File: src/rtl/uart_tx_arbiter_if.sv
// Bundles the requester-side byte streams and the UART TX write port.
// The arbiter uses the slave view; requesters and the UART model use the master view.
interface uart_tx_arbiter_if #(
    parameter int NUM_REQ = 2
);
    logic [NUM_REQ-1:0]   req_valid;
    logic [8*NUM_REQ-1:0] req_data;
    logic [NUM_REQ-1:0]   req_last;
    logic [NUM_REQ-1:0]   req_ready;
    logic [NUM_REQ-1:0]   grant;
    logic                 tx_data_reg_wr;
    logic [7:0]           tx_data;
    logic                 tx_busy;
    logic                 lock_timeout;

    modport slave (
        input  req_valid, req_data, req_last, tx_busy,
        output req_ready, grant, tx_data_reg_wr, tx_data, lock_timeout
    );

    modport master (
        output req_valid, req_data, req_last, tx_busy,
        input  req_ready, grant, tx_data_reg_wr, tx_data, lock_timeout
    );
endinterface

File: src/rtl/uart_tx_arbiter.sv
// Round-robin arbiter sharing one UART transmitter between NUM_REQ byte streams.
// Ownership is held for a whole message (until req_last) so output never interleaves;
// an owner that stops presenting bytes is evicted after LOCK_TIMEOUT idle cycles.
module uart_tx_arbiter #(
    parameter int NUM_REQ      = 2,
    parameter int LOCK_TIMEOUT = 1024,
    parameter int TO_W         = 11
) (
    input  logic              ACLK,
    input  logic              ARESET,
    uart_tx_arbiter_if.slave  bus
);
    localparam int PTR_W = (NUM_REQ > 1) ? $clog2(NUM_REQ) : 1;

    typedef enum logic [2:0] {
        S_IDLE,
        S_OWN,
        S_WRITE,
        S_GUARD,
        S_DRAIN
    } state_t;

    state_t             state;
    logic [NUM_REQ-1:0] grant_q;
    logic [PTR_W-1:0]   rr_ptr;
    logic [PTR_W-1:0]   owner;
    logic [7:0]         tx_data_q;
    logic               wr_q;
    logic               lto_q;
    logic               last_q;
    logic [TO_W-1:0]    to_cnt;

    logic               pick_found;
    logic [PTR_W-1:0]   pick_idx;
    logic               owner_valid;
    logic [7:0]         owner_byte;

    // Index arithmetic modulo NUM_REQ, used for the search origin and pointer advance.
    function automatic logic [PTR_W-1:0] wrap_add(input logic [PTR_W-1:0] base, input int k);
        int sum;
        sum = int'(base) + k;
        if (sum >= NUM_REQ) sum = sum - NUM_REQ;
        return PTR_W'(sum);
    endfunction

    function automatic logic [NUM_REQ-1:0] onehot(input logic [PTR_W-1:0] idx);
        return NUM_REQ'(1) << idx;
    endfunction

    assign owner_valid = bus.req_valid[owner];
    assign owner_byte  = bus.req_data[{owner, 3'b000} +: 8];

    // Pick the first valid requester at or above rr_ptr, wrapping around.
    always_comb begin
        pick_found = 1'b0;
        pick_idx   = rr_ptr;
        for (int k = 0; k < NUM_REQ; k++) begin
            if (!pick_found && bus.req_valid[wrap_add(rr_ptr, k)]) begin
                pick_found = 1'b1;
                pick_idx   = wrap_add(rr_ptr, k);
            end
        end
    end

    // Only the owner ever sees ready, and only when the UART can take a byte.
    always_comb begin
        bus.req_ready = '0;
        if (state == S_OWN) begin
            bus.req_ready[owner] = owner_valid & ~bus.tx_busy;
        end
    end

    // Ownership FSM; all outputs except req_ready are registered here.
    always_ff @(posedge ACLK) begin
        if (ARESET) begin
            state     <= S_IDLE;
            grant_q   <= '0;
            rr_ptr    <= '0;
            owner     <= '0;
            tx_data_q <= '0;
            wr_q      <= 1'b0;
            lto_q     <= 1'b0;
            last_q    <= 1'b0;
            to_cnt    <= '0;
        end else begin
            wr_q  <= 1'b0;
            lto_q <= 1'b0;
            case (state)
                S_IDLE: begin
                    if (pick_found) begin
                        grant_q <= onehot(pick_idx);
                        owner   <= pick_idx;
                        to_cnt  <= '0;
                        state   <= S_OWN;
                    end
                end
                S_OWN: begin
                    if (owner_valid) begin
                        // A busy UART stalls acceptance without aging the lock.
                        if (!bus.tx_busy) begin
                            tx_data_q <= owner_byte;
                            last_q    <= bus.req_last[owner];
                            wr_q      <= 1'b1;
                            state     <= S_WRITE;
                        end
                    end else if (to_cnt == TO_W'(LOCK_TIMEOUT - 1)) begin
                        lto_q   <= 1'b1;
                        grant_q <= '0;
                        rr_ptr  <= wrap_add(owner, 1);
                        state   <= S_IDLE;
                    end else begin
                        to_cnt <= to_cnt + 1'b1;
                    end
                end
                S_WRITE: state <= S_GUARD;
                // The UART raises tx_busy one cycle after the strobe, so skip a cycle before looking.
                S_GUARD: state <= S_DRAIN;
                S_DRAIN: begin
                    if (!bus.tx_busy) begin
                        if (last_q) begin
                            grant_q <= '0;
                            rr_ptr  <= wrap_add(owner, 1);
                            state   <= S_IDLE;
                        end else begin
                            to_cnt <= '0;
                            state  <= S_OWN;
                        end
                    end
                end
                default: state <= S_IDLE;
            endcase
        end
    end

    assign bus.grant          = grant_q;
    assign bus.tx_data        = tx_data_q;
    assign bus.tx_data_reg_wr = wr_q;
    assign bus.lock_timeout   = lto_q;
endmodule

File: src/flat_wrapper.sv
// flat-port wrapper written by rule: the top's interface ports become plain ports
module uart_tx_arbiter_flat 
#(
    parameter int NUM_REQ      = 2,
    parameter int LOCK_TIMEOUT = 1024,
    parameter int TO_W         = 11
)
  (ACLK, ARESET, bus_req_valid, bus_req_data, bus_req_last, bus_tx_busy, bus_req_ready, bus_grant, bus_tx_data_reg_wr, bus_tx_data, bus_lock_timeout);
  uart_tx_arbiter_if #(.NUM_REQ(NUM_REQ)) bus_i ();
  input  logic ACLK;
  input  logic ARESET;
  input wire logic [$bits(bus_i.req_valid)-1:0] bus_req_valid;
  input wire logic [$bits(bus_i.req_data)-1:0] bus_req_data;
  input wire logic [$bits(bus_i.req_last)-1:0] bus_req_last;
  input wire logic [$bits(bus_i.tx_busy)-1:0] bus_tx_busy;
  output wire logic [$bits(bus_i.req_ready)-1:0] bus_req_ready;
  output wire logic [$bits(bus_i.grant)-1:0] bus_grant;
  output wire logic [$bits(bus_i.tx_data_reg_wr)-1:0] bus_tx_data_reg_wr;
  output wire logic [$bits(bus_i.tx_data)-1:0] bus_tx_data;
  output wire logic [$bits(bus_i.lock_timeout)-1:0] bus_lock_timeout;
  assign bus_i.req_valid = bus_req_valid;
  assign bus_i.req_data = bus_req_data;
  assign bus_i.req_last = bus_req_last;
  assign bus_i.tx_busy = bus_tx_busy;
  assign bus_req_ready = bus_i.req_ready;
  assign bus_grant = bus_i.grant;
  assign bus_tx_data_reg_wr = bus_i.tx_data_reg_wr;
  assign bus_tx_data = bus_i.tx_data;
  assign bus_lock_timeout = bus_i.lock_timeout;
  uart_tx_arbiter #(.NUM_REQ(NUM_REQ), .LOCK_TIMEOUT(LOCK_TIMEOUT), .TO_W(TO_W)) u_core (.ACLK(ACLK), .ARESET(ARESET), .bus(bus_i));
endmodule
File: config.mk
export PLATFORM = sky130hd
export DESIGN_NAME = uart_tx_arbiter_flat
export DESIGN_NICKNAME = d
export VERILOG_FILES = /design/src/rtl/uart_tx_arbiter_if.sv /design/src/rtl/uart_tx_arbiter.sv /design/src/flat_wrapper.sv
export SDC_FILE = /design/constraint.sdc
export NUM_CORES = 1
export LEC_CHECK = 0
export CORE_MARGIN = 4
export CORE_UTILIZATION = 37
export DETAILED_ROUTE_END_ITERATION = 12
export SLEW_MARGIN = 20
export SYNTH_ARGS = -nofsm -noshare
export SYNTH_HDL_FRONTEND = slang
export SYNTH_SLANG_ARGS = --single-unit
export TNS_END_PERCENT = 20
File: constraint.sdc
create_clock -name ACLK -period 5.3 [get_ports ACLK]
set_input_delay 0.795 -clock ACLK [delete_from_list [all_inputs] [get_ports ACLK]]
set_output_delay 0.795 -clock ACLK [all_outputs]
set_load 0.02 [all_outputs]
### Yosys cells after proc, flatten, opt, wreduce, memory -nomap -nowiden

Index checks and enable logic that the tools add are counted.

* register bits: 29
* bits of input ports: 23
* output and inout bits: 14

* $add $sub $neg: 6
* order comparisons: 7
* equality and inequality tests: 14
* shift operators: 2
* multiplexer cells: 44
* bitwise logic cells: 5
* reduce and logical (&&, ||, !) cells: 14

Operator list (number)
* 11-bit 2-to-1 mux: 5
* 11-bit case mux with 3 select lines: 1
* 1-bit 2-to-1 mux: 23
* 16-bit by 5-bit indexed part select with 8-bit output: 1
* 3-bit 2-to-1 mux: 5
* 3-bit case mux with 5 select lines: 1
* 2-bit 2-to-1 mux: 6
* 6-bit AND reduction: 2
* 11-bit by 1-bit adder with 11-bit output (second input constant): 1
* 11-bit by 10-bit == test with 1-bit output (second input constant): 1
* 2-bit != test (second input constant): 5
* 3-bit by 2-bit == test with 1-bit output (second input constant): 2
* 1-bit by 2-bit < comparator with 1-bit output (second input constant): 3
* 2-bit case mux with 3 select lines: 1
* 3-bit OR reduction: 2
* 5-bit AND reduction: 1
* 1-bit by 1-bit adder with 2-bit output (second input constant): 2
* 2-bit >= comparator (second input constant): 2
* 2-bit by 1-bit != test with 1-bit output (second input constant): 2
* 4-bit AND reduction: 1
* 3-bit by 1-bit == test with 1-bit output (second input constant): 1
* 3-bit == test (second input constant): 1
* 3-bit zero test: 1
* 3-bit by 2-bit != test with 1-bit output (second input constant): 1
* other kinds (16): 21

### Depth between registers and ports, before layout

Gate-level depths: netlist (run 1).

* word-level depth: 11
* mapped depth: 7

### Worst setup path before layout (run 1)

Ideal clock, no wire load.

* path type: input -> output
* from: input bus_tx_busy
* to: output bus_req_ready[0]
* arrival: 1703 ps
* path slack: 2802 ps
* cell stages on the path: 2
* path buffers: 1
* path through: clkbuf_1 > nor4_1

* longest elaborated chain between the ends: 4

Ends and longest elaborated chain
* from (decl): line flat_wrapper.sv:15 `input wire logic [$bits(bus_i.tx_busy)-1:0] bus_tx_busy;`
* 1-bit NOT (no line)
* 1-bit bitwise AND: line uart_tx_arbiter.sv:69 `bus.req_ready[owner] = owner_valid & ~bus.tx_busy;`
* 2-bit bitwise AND (no line)
* 2-bit 2-to-1 mux: line uart_tx_arbiter.sv:68 `if (state == S_OWN) begin`
* to (decl): line flat_wrapper.sv:16 `output wire logic [$bits(bus_i.req_ready)-1:0] bus_req_ready;`

No other way between the ends.

### Final worst setup path (run 1)

Same ends and word-level chain as after synthesis.

==> results.md, run 1 <==
* Status: complete, no violations
* Die Wd at 73.9 um
* Async SR Flop Fraction at 0%
* Synth unique cells at 48
* Initial DRC Count at 83
* CTS Root Cell: clkbuf_8
* Fin area at 2050 um^2
* Worst Path Buf+Inv at 2
* Synth top area cells: dfxtp_1 36%, mux2i_1 6.2%, a211oi_1 6.1%, nor2_1 4.9%, o21ai_0 3.7%
* Total routed wirelength at 4.01 mm
* Highest Signal Layer: met4
* Fill count at 407
* Critical path class: in -> out
* CTS Buf Count at 5
* Final worst-path cycle share at 60.2%
* Cell depth of the worst flop-to-flop path at 4
* Crit path max-delay cell type: clkdlybuf4s50_1
* Fin nets at 237
* Data required, critical path at 4.51 ns
* PortBufs at 36
* CP startpoint: bus_tx_busy
* Number of synthesized register bits at 29
* Worst-margin pin slew at 0.796 ns
* Placer congestion estimate at 0.835
* Clock sink total at 29
* IO Pins at 37
* FF-to-FF End: u_core.to_cnt[9]
* Max frequency at 0.313 GHz
* TritonCTS clock tree: built
* Area leader, netlist: dfxtp_1
* Max-slew violations at 0
* Stages on worst setup path at 3
* Largest net degree at the start of global routing at 35
* Post-synth top area share at 36.2%
* Reg-to-Reg Start: u_core.owner
* H-tree Lvls at 2
* First-pass GRT wire length at 6.83 mm
* Post-route ant nets at 0
* Top FF cell, synth: dfxtp_1
* Hold Crit Class: reg -> reg
* Initial antenna violation count at 0
* Hold Slack at 0.478 ns
* Most Frequent Cell on Critical Path: clkdlybuf4s50_1
* Power per Cell Area at 264 nW/um^2
* Vias at 1,512
* Met2 Wirelength at 1.94 mm
* Layout cells sized above 1 at 9.35%
* GRT Total Usage at 16.0%
* Synthesized area at 1610 um^2
* Synthesis-to-finish area growth at 27.8%
* P_leak at 0.659 nW
* Worst Setup Start Kind: input pin
* Hold Buf Count CTS at 0
* Min Tclk post-route at 3.19 ns
* Dpl cell area at 1950 um^2
* Vias per cell at 5.73
* Max_cap viols at 0
* Final setup vio count at 0
* Die Area at 5460 um^2
* Final Hold Viols at 0
* First-pass detailed-route iteration total at 4
* Crit-path max cell delay at 0.65 ns
* Initial Util at 39.3%
* Seq/Total Area, Yosys at 36.2%
* DRC viols at 0
* RSZ-0062 raised after global routing: no
* EDFF count, synth at 0
* Post-DP HPWL at 2.93 mm
* Post-Synthesis Cells at 184
* Worst-path clk slew at 0.06 ns
* ANT cells at 0
* TNS Setup at 0 ns
* M1 wire length at 1.88 mm
* CP arrival at 2.40 ns
* Post-CTS sizing at 0
* Syn_nets at 208
* Crit-path cells: clkdlybuf4s50_1 -> nor4_1 -> clkdlybuf4s50_1
* Routed WL per cell at 15.2 um
* Die Y at 73.9 um
* Worst Setup EP: bus_req_ready[0]
* Num rows at 23
* Max-slew headroom at 46.9%
* Bufs on Longest Clock Path at 2
* Total global routing overflow at 0
* Clock Latency Late Sink at 0.28 ns
* Total Power at 0.000542 W
* Cell family with most CP delay: buffers and inverters
* Post-CTS Setup Bufs at 0
* Syn_area_per_cell at 8.72 um^2
* Crit Path Max Fanout at 10
* Routed wl met3 at 157 um
* Vias in the first global route at 1,482
* Core ar. at 4090 um^2
* Count leader, synth: dfxtp_1
* Synth warnings at 0
* R2R Setup Slk at 2.83 ns
* VDD IR-drop max at 182 uV
* CP endpoint kind: primary output
* Clk_skew at 0.00417 ns
* Top cells by count, synth: 29 x dfxtp_1, 21 x nor2_1, 13 x a211oi_1, 12 x o21ai_0, 10 x mux2i_1
-- per-layer routing --
layer	vias up	track usage, %
met5	-	0
met4	0	5.23
met3	4	5.61
met2	34	24.4
met1	718	20.9
li1	756	-
-- worst reg2reg max path, stage by stage (launching register included) --
cell and delay, ns:
dfxtp_1 0.84, mux2i_4 0.48, a22oi_2 0.20, or4_4 0.60
a221oi_2 0.27
-- cell type report --
cell class / instances / area (um^2) / area share, %
multi-input combinational: 138 / 941 / 45.9
sequential: 29 / 581 / 28.3
timing repair buffer: 36 / 355 / 17.3
clock buffer: 7 / 96.3 / 4.70
tap: 50 / 62.6 / 3.05
inverter: 3 / 11.3 / 0.549
clock inverter: 1 / 5.00 / 0.244
-- worst min path at each step --
stage | cells after the start | slack [ns] | endpoint | startpoint
global route | 2 | 0.50 | u_core.bus.grant[0] | u_core.bus.grant[0]
detailed placement | 2 | 0.47 | u_core.to_cnt[9] | u_core.to_cnt[9]
finish | 2 | 0.48 | u_core.bus.grant[0] | u_core.bus.grant[0]
global placement | 2 | 0.45 | u_core.to_cnt[9] | u_core.to_cnt[9]
floorplan | 2 | 0.44 | u_core.to_cnt[9] | u_core.to_cnt[9]
CTS | 2 | 0.48 | u_core.to_cnt[9] | u_core.to_cnt[9]
-- cells by family after synthesis --
kind of cell               share of synthesized area (%)
and+or+nand+nor                                     24.6
AOI/OAI and AO/OA                                   24.2
DFF                                                 36.2
buffers and inverters                               5.22
muxes                                               9.04
adders and majority gates                          0.779
-- registers in the layout, indices dropped and copies added (netlist names) --
signal,count
u_core.last_q,1
u_core.bus.lock_timeout,1
u_core.state,3
u_core.to_cnt,11
u_core.bus.tx_data_reg_wr,1
u_core.rr_ptr,1
u_core.bus.grant,2
u_core.owner,1
u_core.bus.tx_data,8
-- where the power goes --
part           internal, W  total (W)  switching [W]
Combinational    0.0000488   0.000103      0.0000545
Sequential        0.000227   0.000238      0.0000114
Clock             0.000117   0.000200      0.0000831
-- cells in the final DEF (no fill, tap or decap), types with 2 or more instances in the layout --
| cell | instances |
|---|---|
| a211oi_1 | 13 |
| a21oi_1 | 5 |
| a311oi_1 | 2 |
| a31oi_1 | 5 |
| a32oi_1 | 2 |
| and2_1 | 2 |
| and3_1 | 3 |
| clkbuf_8 | 7 |
| clkdlybuf4s50_1 | 35 |
| dfxtp_1 | 29 |
| inv_1 | 3 |
| mux2_2 | 2 |
| mux2i_1 | 10 |
| nand2_1 | 7 |
| nand2b_1 | 6 |
| nand3_1 | 3 |
| nand4_1 | 2 |
| nor2_1 | 21 |
| nor2b_1 | 4 |
| nor3_1 | 4 |
| nor3b_1 | 2 |
| nor4_1 | 3 |
| o211ai_1 | 2 |
| o21ai_0 | 12 |
| o31ai_1 | 2 |
| or2_2 | 2 |
| or3_1 | 3 |
| or4_1 | 2 |
-- per-stage QoR --
stage / utilization, % / std cells / setup WS (ns)
2_1_floorplan: - / 184 / 2.80
3_3_place_gp: 47.9 / 256 / 2.16
3_5_place_dp: 47.7 / 256 / 2.14
4_1_cts: 50.2 / 264 / 2.12
5_1_grt: 50.2 / 264 / 2.02
6_report: 50.2 / 264 / 2.11
Note: power is estimated with default switching activity, not from simulation.
==> run 2, diff against run 1 <==
==> constraint.sdc (replaced) <==
create_clock -name ACLK -period 2.6 [get_ports ACLK]
set_input_delay 0.39 -clock ACLK [delete_from_list [all_inputs] [get_ports ACLK]]
set_output_delay 0.39 -clock ACLK [all_outputs]
set_load 0.02 [all_outputs]
==> run 2 against run 1 <==
  * Routed wire length fell by 0.32%
  * Utilization up 1.1 points
  * Critical path depth unchanged
  * Combinational power increased by 120%
  * First-iteration DRC count decreased by 2.4%
  * Clock power rose by 86%
  * Die area unchanged
  * Sequential share of layout area decreased by 0.61 points
  * Clock-buffer cell count unchanged
  * Sequential power increased by 100%
  * Clock skew about the same
  * Highest routed layer unchanged
==> results.md, run 2 (same netlist as run 1, synthesis figures left out) <==
* ANT cells at 0 (unchanged)
* Clk_skew at 0.00459 ns (was 0.00417 ns)
* Layout cells sized above 1 at 11.4% (was 9.35%)
* Largest net degree at the start of global routing at 19 (was 35)
* Clock Latency Late Sink at 0.28 ns (about the same)
* CP endpoint kind: primary output (unchanged)
* Core Util, Final at 51.3% (was 50.2%)
* Hold EP: u_core.to_cnt[9] (was u_core.bus.grant[0])
* Fill count at 395 (was 407)
* Bufs on Longest Clock Path at 2 (unchanged)
* FF-to-FF End: u_core.bus.grant[1] (was u_core.to_cnt[9])
* GRT Total Usage at 15.2% (was 16.0%)
* Pre-CTS WS at 0.235 ns (was 2.14 ns)
* Max-slew headroom at 55.7% (was 46.9%)
* Non-Filler Instances at 270 (was 264)
* H-tree Lvls at 2 (unchanged)
* First-pass detailed-route iteration total at 4 (unchanged)
* Worst hold path depth at 2 (unchanged)
* Dpl cells at 263 (was 256)
* Vias at 1,523 (was 1,512)
* Reg-to-Reg Start: u_core.to_cnt[0] (was u_core.owner)
* Hold Crit Class: reg -> reg (unchanged)
* Commonest non-fill, non-tap cell in the layout: clkdlybuf4s50_1 (unchanged)
* Worst Setup Start Kind: flip-flop (was input pin)
* Synthesis-to-finish area growth at 30.6% (was 27.8%)
* Final worst-path cycle share at 93.8%
* Worst-path clk slew at 0.06 ns (about the same)
* TNS Setup at 0 ns (unchanged)
* RSZ-0062 raised after global routing: no (unchanged)
* Total routed wirelength at 4.00 mm (was 4.01 mm)
* Core ar. at 4090 um^2 (unchanged)
* Largest Register: u_core.to_cnt (unchanged)
* Max-slew violations at 0 (unchanged)
* CTS Root Cell: clkbuf_8 (unchanged)
* Most frequent cells in the layout: 36 x clkdlybuf4s50_1, 29 x dfxtp_1, 21 x nor2_1 (was 35 x clkdlybuf4s50_1, 29 x dfxtp_1, 21 x nor2_1)
* Post-route ant nets at 0 (unchanged)
* Post-DP HPWL at 2.97 mm (was 2.93 mm)
* Die Area at 5460 um^2 (unchanged)
* R2R Setup Slk at 0.40 ns (was 2.83 ns)
* P_leak at 0.684 nW (was 0.659 nW)
* Power per Cell Area at 515 nW/um^2 (was 264 nW/um^2)
* DRC viols at 0 (unchanged)
* Final setup vio count at 0 (unchanged)
* Critical path class: reg -> out (was in -> out)
* CTS Buf Count at 5 (unchanged)
* Cell depth of the worst flop-to-flop path at 5 (was 4)
* Initial Util at 39.3% (unchanged)
* PnR worst setup slack at 0.161 ns (was 2.11 ns)
* TritonCTS clock tree: built (unchanged)
* PortBufs at 36 (unchanged)
* Worst-margin pin slew at 0.662 ns (was 0.796 ns)
* Final Hold Viols at 0 (unchanged)
* VDD IR-drop max at 311 uV (was 182 uV)
* Data required, critical path at 2.21 ns (was 4.51 ns)
* Vias in the first global route at 1,469 (was 1,482)
* Clock sink total at 29 (unchanged)
* Fin nets at 244 (was 237)
* Hold path start: u_core.to_cnt[9] (was u_core.bus.grant[0])
* Min Tclk post-route at 2.44 ns
* Initial DRC Count at 81 (was 83)
* Die Y at 73.9 um (unchanged)
* Initial antenna violation count at 0 (unchanged)
* Die Wd at 73.9 um (unchanged)
* Num rows at 23 (unchanged)
* Max_cap viols at 0 (unchanged)
* Post-CTS Setup Bufs at 0 (unchanged)
* Max frequency at 0.410 GHz
* Crit Path Max Fanout at 9 (was 10)
* Routed WL per cell at 14.8 um (was 15.2 um)
* IO Pins at 37 (unchanged)
* Placer congestion estimate at 0.843 (was 0.835)
* Status: complete, no violations (unchanged)
* First-pass GRT wire length at 6.58 mm (was 6.83 mm)
* Number of flip-flops in the largest register at 11 (unchanged)
* Total global routing overflow at 0 (unchanged)
* Hold Slack at 0.465 ns (was 0.478 ns)
* CP arrival at 2.05 ns (was 2.40 ns)
* Vias per cell at 5.64 (was 5.73)
==> run 2: how the worst max path moves through the flow <==
stage                          start          endpoint  slack [ns]  cells after the start
floorplan            u_core.state[1]  bus_req_ready[0]        0.64                      4
global placement    bus_req_valid[0]  bus_req_ready[0]        0.27                      4
detailed placement  bus_req_valid[0]  bus_req_ready[0]        0.23                      4
CTS                  u_core.state[0]  bus_req_ready[0]        0.07                      3
global route         u_core.state[0]  bus_req_ready[1]        0.02                      3
finish               u_core.state[0]  bus_req_ready[0]        0.16                      3
==> run 2: critical path: stages (launching register included) <==
cell and delay, ns:
dfxtp_1 0.47, or3b_4 0.47, nor4_1 0.18, clkdlybuf4s50_1 0.65
==> run 2: metal layers <==
metal	global-route usage (%)	part of all wire, %	up-vias	wire [um]
met5	0	0	-	0
met4	4.63	0.90	0	36
met3	4.65	5.9	5	237
met2	23.0	47	44	1880
met1	20.7	46	709	1840
li1	-	-	765	-
==> run 2: timing repair <==
action | 4_1_cts | 5_1_grt
endpoints found under the hold margin | 0 | 0
endpoints found under the setup margin | 0 | 2
resized for setup | 0 | 1
hold buffers | 0 | 0
==> run 2: stage by stage <==
step                      power (W)  area [um^2]
final                       0.00108         2100
after global routing        0.00114         2100
after CTS                   0.00109         2090
after detailed placement   0.000715         2010
after global placement     0.000712         2010
after floorplan            0.000625         1610
==> run 2: area by class of cell <==
cell class | count | area (um^2) | share of cell area (%)
clock buffer | 7 | 86.3 | 4.12
sequential | 29 | 581 | 27.7
inverter | 3 | 11.3 | 0.537
tap | 50 | 62.6 | 2.98
timing repair buffer | 43 | 413 | 19.7
multi-input combinational | 138 | 943 | 45.0
==> run 2: report_power, final <==
group          switching [W]  total (W)  leakage, nW  internal, W
clock               0.000162   0.000372       0.0443     0.000209
sequential         0.0000182   0.000481        0.235     0.000463
combinational       0.000117   0.000227        0.404     0.000110
